### config.mk
export PLATFORM = sky130hd
export DESIGN_NAME = pulse_meter
export DESIGN_NICKNAME = d
export VERILOG_FILES = /design/src/rtl/pulse_meter.sv
export SDC_FILE = /design/constraint.sdc
export NUM_CORES = 1
export LEC_CHECK = 0
export CAP_MARGIN = 20
export CORE_MARGIN = 4
export CORE_UTILIZATION = 45
export DETAILED_ROUTE_END_ITERATION = 10
export PLACE_DENSITY = 0.77
export SLEW_MARGIN = 20
export SYNTH_ARGS = -nofsm -noshare
export SYNTH_HDL_FRONTEND = slang
export SYNTH_SLANG_ARGS = --single-unit
### constraint.sdc
create_clock -name clk -period 7.47 [get_ports clk]
set_input_delay 1.1205 -clock clk [delete_from_list [all_inputs] [get_ports clk]]
set_output_delay 1.1205 -clock clk [all_outputs]
set_load 0.03 [all_outputs]
### src/rtl/pulse_meter.sv
// Windowed rising-edge counter and rise-to-rise period meter, with results on a valid/ready output.
// Optional missing-pulse timeout detector enabled by defining PULSE_METER_TIMEOUT_EN.
module pulse_meter #(
    parameter int CNT_W = 8,
    parameter int PER_W = 16,
    parameter int WIN_W = 16
) (
    input  logic             clk,
    input  logic             rst,
    input  logic             pulse,
    input  logic             enable,
    input  logic [WIN_W-1:0] win_len,
    input  logic [PER_W-1:0] timeout_lim,
    output logic [CNT_W-1:0] meas_count,
    output logic [PER_W-1:0] meas_period,
    output logic             meas_ovf,
    output logic             meas_valid,
    input  logic             meas_ready,
    output logic             timeout
);

    typedef enum logic [1:0] {
        ST_IDLE,
        ST_COUNT,
        ST_HOLD
    } state_e;

    localparam logic [CNT_W-1:0] CNT_MAX = '1;
    localparam logic [PER_W-1:0] PER_MAX = '1;

    state_e           state_q, state_d;
    logic             pulse_prev_q;
    logic [WIN_W-1:0] len_q, len_d;
    logic [WIN_W-1:0] win_cnt_q, win_cnt_d;
    logic [CNT_W-1:0] pcnt_q, pcnt_d;
    logic             ovf_q, ovf_d;
    logic             armed_q, armed_d;
    logic [PER_W-1:0] per_cnt_q, per_cnt_d;
    logic [PER_W-1:0] last_per_q, last_per_d;
    logic [CNT_W-1:0] meas_count_q, meas_count_d;
    logic [PER_W-1:0] meas_period_q, meas_period_d;
    logic             meas_ovf_q, meas_ovf_d;
    logic             meas_valid_q, meas_valid_d;
    logic             rise;
    logic             start_win;

    assign rise = pulse & ~pulse_prev_q;

    // Period tracker: independent of the window FSM, only enable gates it.
    always_comb begin
        armed_d    = armed_q;
        per_cnt_d  = per_cnt_q;
        last_per_d = last_per_q;
        if (!enable) begin
            armed_d   = 1'b0;
            per_cnt_d = '0;
        end else if (rise) begin
            armed_d   = 1'b1;
            per_cnt_d = '0;
            if (armed_q) begin
                last_per_d = (per_cnt_q == PER_MAX) ? PER_MAX : per_cnt_q + 1'b1;
            end
        end else if (armed_q && per_cnt_q != PER_MAX) begin
            per_cnt_d = per_cnt_q + 1'b1;
        end
    end

    always_comb begin
        state_d       = state_q;
        len_d         = len_q;
        win_cnt_d     = win_cnt_q;
        pcnt_d        = pcnt_q;
        ovf_d         = ovf_q;
        meas_count_d  = meas_count_q;
        meas_period_d = meas_period_q;
        meas_ovf_d    = meas_ovf_q;
        meas_valid_d  = meas_valid_q;
        start_win     = 1'b0;

        case (state_q)
            ST_IDLE: begin
                if (enable) begin
                    start_win = 1'b1;
                end
            end
            ST_COUNT: begin
                if (!enable) begin
                    state_d = ST_IDLE;
                end else begin
                    win_cnt_d = win_cnt_q + 1'b1;
                    if (rise) begin
                        if (pcnt_q == CNT_MAX) begin
                            ovf_d = 1'b1;
                        end else begin
                            pcnt_d = pcnt_q + 1'b1;
                        end
                    end
                    // Final cycle publishes this cycle's rise and period update as well.
                    if (win_cnt_q == len_q - 1'b1) begin
                        meas_count_d  = pcnt_d;
                        meas_ovf_d    = ovf_d;
                        meas_period_d = last_per_d;
                        meas_valid_d  = 1'b1;
                        state_d       = ST_HOLD;
                    end
                end
            end
            ST_HOLD: begin
                if (meas_ready) begin
                    meas_valid_d = 1'b0;
                    if (enable) begin
                        start_win = 1'b1;
                    end else begin
                        state_d = ST_IDLE;
                    end
                end
            end
            default: state_d = ST_IDLE;
        endcase

        if (start_win) begin
            state_d   = ST_COUNT;
            len_d     = (win_len == '0) ? {{(WIN_W-1){1'b0}}, 1'b1} : win_len;
            win_cnt_d = '0;
            pcnt_d    = '0;
            ovf_d     = 1'b0;
        end
    end

    always_ff @(posedge clk or posedge rst) begin
        if (rst) begin
            state_q       <= ST_IDLE;
            pulse_prev_q  <= 1'b0;
            len_q         <= '0;
            win_cnt_q     <= '0;
            pcnt_q        <= '0;
            ovf_q         <= 1'b0;
            armed_q       <= 1'b0;
            per_cnt_q     <= '0;
            last_per_q    <= '0;
            meas_count_q  <= '0;
            meas_period_q <= '0;
            meas_ovf_q    <= 1'b0;
            meas_valid_q  <= 1'b0;
        end else begin
            state_q       <= state_d;
            pulse_prev_q  <= pulse;
            len_q         <= len_d;
            win_cnt_q     <= win_cnt_d;
            pcnt_q        <= pcnt_d;
            ovf_q         <= ovf_d;
            armed_q       <= armed_d;
            per_cnt_q     <= per_cnt_d;
            last_per_q    <= last_per_d;
            meas_count_q  <= meas_count_d;
            meas_period_q <= meas_period_d;
            meas_ovf_q    <= meas_ovf_d;
            meas_valid_q  <= meas_valid_d;
        end
    end

    assign meas_count  = meas_count_q;
    assign meas_period = meas_period_q;
    assign meas_ovf    = meas_ovf_q;
    assign meas_valid  = meas_valid_q;

`ifdef PULSE_METER_TIMEOUT_EN
    logic timeout_q, timeout_d;

    // Sticky until the next rise or enable drop; compares against the post-edge count.
    always_comb begin
        timeout_d = timeout_q;
        if (!enable || rise) begin
            timeout_d = 1'b0;
        end else if (armed_q && timeout_lim != '0 && per_cnt_d == timeout_lim) begin
            timeout_d = 1'b1;
        end
    end

    always_ff @(posedge clk or posedge rst) begin
        if (rst) begin
            timeout_q <= 1'b0;
        end else begin
            timeout_q <= timeout_d;
        end
    end

    assign timeout = timeout_q;
`else
    logic unused_timeout_lim;
    assign unused_timeout_lim = ^timeout_lim;
    assign timeout = 1'b0;
`endif

endmodule
==> reports/metrics.yaml, run 1 <==
status: "finished, final reports clean"
ant_nets: 0
pwr-share-seq_pct: 50.1
portBuffers: 46
drive_above_1_share_pct: 10.9
grt_max_degree: 74
cp.required_ns: 7.70
netlist_area_sq_um: 5240
synth_cell_types: 54
cts_setup_buffers: 0
cp_top_family: "simple AND/OR/NAND/NOR gates"
gr-total-overflow: 0
cts_tree: "done"
ctsLongestPathBuffers: 2
cp-end-kind: "flip-flop"
die_area_sq_um: 13400
critPathLaunchType: "primary input"
leakage_nw: 2.64
pre_cts_ws_ns: 3.38
yosysMostFrequentCell: "dfrtp_1"
grt_pass1_wl_microns: 18500
synthTopCellsByCount: "dfrtp_1 (103), nor2_1 (60), nand2_1 (40), xor2_1 (34), xnor2_1 (29)"
cap_violations: 0
synth_top_area_share_pct: 49.2
critical-path-slowest-cell: "or4_1"
rows: 39
final_util_pct: 53.6
rsz0062_at_grt: "no"
slew_viol_final: 0
ctsHoldBuffers: 0
async_flop_share_pct: 100
max_stage_delay_ns: 0.79
synth.largest_area_cell: "dfrtp_1"
antenna_found_initial: 0
postLayoutSetupSlackWorst_ns: 3.78
dpl.hpwl_microns: 7380
ys_seq_area_share_pct: 49.2
ir_worst_vdd_mv: 0.163
dr.pass1.iters: 4
drt_iter0_drc: 201
hold_viol: 0
start_util_pct: 45.9
cp_max_fo: 15
die_h_microns: 116
ys_seq_elements: 103
cts_root_buf: "clkbuf_16"
clock.fmax_ghz: 0.271
cts_sinks: 103
drc: 0
min_period_over_period_pct: 49.4
tightest_slew_ns: 0.992
clk_pin_slew_ns: 0.07
crit_type: "primary input to flip-flop"
grt_pass1_vias: 3954
pin_count: 64
grt_use_total_pct: 17.2
core_sq_um: 11400
cp_cell_sequence: "clkdlybuf4s50_1, and3b_1, nand3_1, or4_1, buf_4, mux2_4"
setup_viol: 0
postSynthCellCount: 507
hold_class: "flip-flop to flip-flop"
cp.arrival_ns: 3.92
fin_worst_skew_ns: 0.00804
synth_ff_type: "dfrtp_1"
num_vias: 3777
wirelength_microns: 10700
period_needed_ns: 3.69
whs_ns: 0.488
htree_levels: 3
synth_area_leaders: "dfrtp_1 (49%), xor2_1 (5.7%), mux2_4 (5.2%), xnor2_1 (4.8%), nor2_1 (4.3%)"
dieWidth_microns: 116
swShare_pct: 27.0
wl_per_cell_microns: 15.5
setup_tns_ns: 0
p_comb_share_pct: 13.7
routed_via_density: 5.46
area_growth_pct: 16.7
gp_congestion: 0.840
intPower_mw: 0.954
cts_buffers: 9
cts_repair_resize_count: 0
path_buf_inv: 2
yosysWarnings: 0
final_nets: 586
worstSkewPairLatency_ns: 0.35
n_antenna_cell: 0
avgSynthCellArea_sq_um: 10.3
timing.slew.headroom_pct: 33.6
power-per-cell-area_nw_per_um2: 214
r2r_slack_ns: 3.85
p_sw_mw: 0.353
synth_edf_count: 0
p_clk_share_pct: 36.3
synth_nets: 548
## area by class of cell
cell class	count	area [sq um]
repair buffers	49	483
multi-input cells	371	2540
clock inverters	5	57.6
inverters	11	43.8
clock buffers	10	239
flip-flops and latches	103	2580
fillers	1034	5300
well taps	143	179
## path summary, 6_finish.rpt
check | from | endpoint | cells after the start
setup / recovery | enable | meas_period[0]$_DFFE_PP0P_ | 6
max in group asynchronous | rst | win_cnt_q[10]$_DFFE_PP0P_ | 3
hold / removal | ovf_q$_DFFE_PP0P_ | ovf_q$_DFFE_PP0P_ | 2
setup reg to reg | len_q[0]$_DFFE_PP0P_ | meas_period[0]$_DFFE_PP0P_ | 9
min in group asynchronous | rst | meas_period[8]$_DFFE_PP0P_ | 2
hold reg to reg | ovf_q$_DFFE_PP0P_ | ovf_q$_DFFE_PP0P_ | 2
## kinds of logic after synthesis
| kind of cell | synth area share, % |
|---|---|
| mux | 10.1 |
| fa+ha+maj | 0.955 |
| flops | 49.2 |
| compound gates | 8.55 |
| simple gates | 17.7 |
| buf+inv | 2.91 |
| other cells | 0.0715 |
| xor+xnor | 10.5 |
## cell usage in the layout, fill, tap and decap left out, drive strengths merged, types with 2 or more instances in the layout
cell           count
nand4             15
xnor2             29
or4                4
clkinv             3
mux2              40
a41oi              2
o21bai             2
a211oi             2
nand2b             5
a22o               2
ha                 4
and3b              3
and2               6
a21oi             28
o22ai              2
clkdlybuf4s50     46
or3                7
nand3             14
dfrtp            103
buf                3
nand2             40
nor2b              2
nor2              60
a31oi              3
inv               12
and3               7
xor2              34
nor4              11
nor3               8
o21ai             23
a32o               2
clkbuf            10
## power groups by stage
stage               clock [mW]  combinational, mW  sequential, mW
finish                   0.474              0.179           0.654
CTS                      0.484              0.180           0.654
global route             0.505              0.202           0.661
floorplan                    0              0.140           0.647
detailed placement           0              0.178           0.664
global placement             0              0.170           0.660
## worst min-delay path, stage by stage, from the launching register on
cell and delay [ns]:
dfrtp_1 0.34, nor2_1 0.04, nor2_1 0.07
## state kept, by name (all words and copies together), names as in the netlist
name and count:
last_per_q 16, per_cnt_q 16, meas_ovf 1, win_cnt_q 16, state_q 2, meas_count 8, armed_q 1, ovf_q 1
len_q 16, meas_period 16, pulse_prev_q 1, pcnt_q 8, meas_valid 1
## per-layer routing
layer  up-vias  global-route usage (%)  share of wire [%]
met2        72                    30.7                 52
met1      1855                    20.6                 43
met5         -                       0                  0
li1       1839                       -                  -
met3        11                    3.71                3.3
met4         0                    5.96                1.4
## through the flow
step	power, mW	cell area, sq um	std cells
5_1_grt	1.37	6120	692
3_3_place_gp	0.830	5810	677
3_5_place_dp	0.841	5810	677
2_1_floorplan	0.786	5240	507
4_1_cts	1.32	6100	692
6_report	1.31	6120	692
Power figures use the tool's default switching activity.
==> run 2: changes to the inputs <==
Settings changed: PLACE_DENSITY 0.77 to 0.79.
Clock period 7.47 ns to 3.33 ns, I/O delays scaled along.
==> reports/metrics.yaml, run 2 (same netlist as run 1, synthesis figures left out) <==
final_nets: 592
num_vias: 3850
period_needed_ns: 3.21
worstSkewPairLatency_ns: 0.34
gr-total-overflow: 0
cts_setup_buffers: 0
ctsLongestPathBuffers: 2
cts_root_buf: "clkbuf_16"
dpl.hpwl_microns: 7480
antenna_found_initial: 0
hold_class: "primary input to asynchronous set/reset pin"
setup_tns_ns: 0
ctsHoldBuffers: 0
slew_viol_final: 0
status: "finished, final reports clean"
clk_pin_slew_ns: 0.07
fin_worst_skew_ns: 0.0109
n_antenna_cell: 0
cp.required_ns: 3.55
cts_buffers: 9
portBuffers: 46
core_sq_um: 11400
tightest_slew_ns: 0.839
cts_repair_resize_count: 0
drt_iter0_drc: 285
ir_worst_vdd_mv: 0.313
final_cell_mix: "dfrtp_1 (103), nor2_1 (60), clkdlybuf4s50_1 (46)"
gp_congestion: 0.961
instances_no_fill: 699
worstSetupStartpoint: "len_q[2]$_DFFE_PP0P_"
die_area_sq_um: 13400
grt_pass1_vias: 3829
htree_levels: 3
dr.pass1.iters: 4
cap_violations: 0
final_cell_area_sq_um: 6190
wirelength_microns: 10600
pin_count: 64
clock.fmax_ghz: 0.311
cp_max_fo: 27
dp_cells: 683
power-per-cell-area_nw_per_um2: 482
start_util_pct: 45.9
area_growth_pct: 18.0
timing.slew.headroom_pct: 43.6
r2r_start: "len_q[2]$_DFFE_PP0P_"
crit_type: "flip-flop to flip-flop"
cts_sinks: 103
hold_viol: 0
cts_tree: "done"
grt_max_degree: 83
placed_cell_area_sq_um: 5860
critPathLaunchType: "flip-flop"
rsz0062_at_grt: "no"
cp-end-kind: "flip-flop"
die_h_microns: 116
final_common_cell: "dfrtp_1"
cp.arrival_ns: 3.43
dieWidth_microns: 116
setup_viol: 0
wl_per_cell_microns: 15.2
ant_nets: 0
min_period_over_period_pct: 96.5
leakage_nw: 2.68
grt_use_total_pct: 16.7
drc: 0
routed_via_density: 5.51
grt_pass1_wl_microns: 18200
rows: 39
drive_above_1_share_pct: 11.9
-- run 2: cell types whose count changed in the layout (fill, tap and decap cells not counted) --
cell,change
a31oi_1,+1
a31oi_2,-1
buf_12,+1
buf_4,+5
clkbuf_8,+1
clkinv_2,-2
clkinv_4,+1
clkinvlp_4,+1
-- run 2: layout make-up --
cell class,count,area [sq um]
Fill cell,1025,5230
Sequential cell,103,2580
Multi-Input combinational cell,371,2530
Timing Repair Buffer,55,541
Clock buffer,11,253
Tap cell,143,179
Clock inverter,5,63.8
Inverter,11,43.8
-- run 2: final timing paths --
check / end / slack, ns / depth (start not counted)
max: meas_count[2]$_DFFE_PP0P_ / 0.12 / 7
min: meas_period[11]$_DFFE_PP0P_ / 0.46 / 2
max reg2reg: meas_count[2]$_DFFE_PP0P_ / 0.12 / 7
min reg2reg: meas_count[5]$_DFFE_PP0P_ / 0.50 / 1
max in group asynchronous: len_q[1]$_DFFE_PP0P_ / 2.16 / 3
min in group clk: meas_count[5]$_DFFE_PP0P_ / 0.50 / 1
-- run 2: per-stage QoR --
step,setup slack [ns],hold WS (ns),util (%),power [mW]
final,0.117,0.461,54.2,2.98
after global routing,0.00257,0.481,54.2,3.13
after CTS,0.137,0.469,54.1,3.00
after detailed placement,0.153,0.484,51.4,1.90
after global placement,0.264,0.476,51.4,1.88
after floorplan,0.127,0.457,-,1.76
-- run 2: per-layer routing --
layer | vias to the layer above | GRT usage (%) | share of wire, %
met1 | 1905 | 21.1 | 45
met4 | 0 | 4.80 | 1.1
met2 | 84 | 29.0 | 51
li1 | 1845 | - | -
met5 | - | 0 | 0
met3 | 16 | 3.60 | 3.4
-- run 2: where the power goes --
group,total [mW],switching [mW],leakage (nW),internal (mW)
Clock,1.10,0.469,0.152,0.629
Combinational,0.418,0.223,1.16,0.196
Sequential,1.47,0.111,1.36,1.35
-- run 2: critical path, stage by stage (launching register included) --
cell and delay (ns):
dfrtp_1 0.47, nor4_2 0.55, nand3_1 0.17, xnor2_1 0.15, or4_1 0.55, or4_1 0.54, buf_4 0.29, mux2_1 0.37
==> run 3: changes to the inputs <==
Settings changed: CORE_UTILIZATION 45 to 51, PLACE_DENSITY 0.79 to 0.87.
==> reports/metrics.yaml, run 3 (same netlist as run 1, synthesis figures left out) <==
status: "finished, final reports clean"
power-per-cell-area_nw_per_um2: 437
clock.fmax_ghz: 0.325
gp_congestion: 0.867
start_util_pct: 52.9
slew_viol_final: 0
drt_iter0_drc: 215
cp_max_fo: 27
leakage_nw: 2.62
rsz0062_at_grt: "no"
drc: 0
drive_above_1_share_pct: 11.9
hold_viol: 0
cts_root_buf: "clkbuf_8"
num_vias: 3861
wl_per_cell_microns: 15.7
final_util_pct: 61.0
dr.pass1.iters: 5
critPathLaunchType: "flip-flop"
grt_max_degree: 42
portBuffers: 46
area_growth_pct: 15.3
final_common_cell: "dfrtp_1"
final_nets: 592
routed_via_density: 5.60
rows: 36
grt_use_total_pct: 19.7
ant_nets: 0
tightest_slew_ns: 0.860
max_stage_delay_ns: 0.52
setup_viol: 0
crit_type: "flip-flop to flip-flop"
dpl.hpwl_microns: 7720
setup_tns_ns: 0
die_h_microns: 109
p_sw_mw: 0.808
htree_levels: 3
die_area_sq_um: 12000
dp_cells: 673
p_comb_share_pct: 15.4
path_buf_inv: 1
worstSkewPairLatency_ns: 0.37
min_period_over_period_pct: 92.4
cts_tree: "done"
fin_worst_skew_ns: 0.0116
instances_no_fill: 689
critical-path-slowest-cell: "or4_1"
whs_ns: 0.505
wirelength_microns: 10800
cp.required_ns: 3.60
r2r_start: "len_q[7]$_DFFE_PP0P_"
n_antenna_cell: 0
cp-end-kind: "flip-flop"
cap_violations: 0
pwr-share-seq_pct: 55.7
gr-total-overflow: 0
cts_sinks: 103
antenna_found_initial: 0
cts_setup_buffers: 0
swShare_pct: 30.6
period_needed_ns: 3.08
timing.slew.headroom_pct: 41.9
ir_worst_vdd_mv: 0.287
grt_pass1_vias: 3979
p_clk_share_pct: 28.9
grt_pass1_wl_microns: 18800
intPower_mw: 1.83
clk_pin_slew_ns: 0.11
final_cell_mix: "dfrtp_1 (103), nor2_1 (60), clkdlybuf4s50_1 (46)"
cp_cell_sequence: "nor4_1, nand4_1, nor4_1, o22ai_1, or4_1, buf_4, mux2_1"
ctsLongestPathBuffers: 2
worstSetupStartpoint: "len_q[7]$_DFFE_PP0P_"
crit_path_frequent_cell: "nor4_1"
hold_start: "last_per_q[15]$_DFF_PP0_"
dieWidth_microns: 109
cts_buffers: 9
cp_top_family: "simple AND/OR/NAND/NOR gates"
core_sq_um: 9910
cp.arrival_ns: 3.34
hold_class: "flip-flop to flip-flop"
pin_count: 64
run 3: power groups by stage:
stage               clock, mW  sequential, mW  combinational, mW
floorplan                   0            1.45              0.313
global placement            0            1.48              0.387
detailed placement          0            1.49              0.406
CTS                     0.785            1.47              0.410
global route            0.837            1.49              0.460
finish                  0.763            1.47              0.408
run 3: per-layer routing:
metal | global-route usage, % | part of all wire [%]
met5 | 0 | 0
met1 | 24.2 | 42
met2 | 35.3 | 53
met3 | 4.46 | 4.3
met4 | 4.72 | 0.74
run 3: worst paths after layout:
kind,endpoint,slack [ns],depth (start not counted)
setup / recovery,meas_count[1]$_DFFE_PP0P_,0.25,7
hold / removal,last_per_q[15]$_DFF_PP0_,0.50,2
setup reg to reg,meas_count[1]$_DFFE_PP0P_,0.25,7
hold reg to reg,last_per_q[15]$_DFF_PP0_,0.50,2
max in group asynchronous,last_per_q[12]$_DFF_PP0_,2.14,3
min in group asynchronous,per_cnt_q[10]$_DFFE_PP0P_,0.51,2
run 3: timing repair:
item,in CTS,in global routing
hold buffers,0,0
gates resized for setup,0,1
hold endpoints to repair,0,0
endpoints found under the setup margin,0,3
run 3: cell type report:
type / instances / area (sq um)
fill: 804 / 3870
clock inverter: 7 / 63.8
clock buffer: 9 / 124
inverter: 11 / 43.8
tap: 133 / 166
multi-input combinational: 371 / 2540
timing repair buffer: 55 / 528
sequential: 103 / 2580
run 3: metrics by stage:
step,setup slack [ns],area [sq um],total power [mW]
4_1_cts,0.149,6030,2.66
3_5_place_dp,0.190,5840,1.90
5_1_grt,0.121,6040,2.79
2_1_floorplan,0.127,5240,1.76
3_3_place_gp,0.272,5840,1.87
6_report,0.253,6040,2.64
run 3: worst reg2reg max path, cell delays in order (launching register included):
cell     delay [ns]
dfrtp_1        0.46
nor4_1         0.51
nand4_1        0.28
nor4_1         0.38
o22ai_1        0.16
or4_1          0.52
buf_4          0.30
mux2_1         0.36
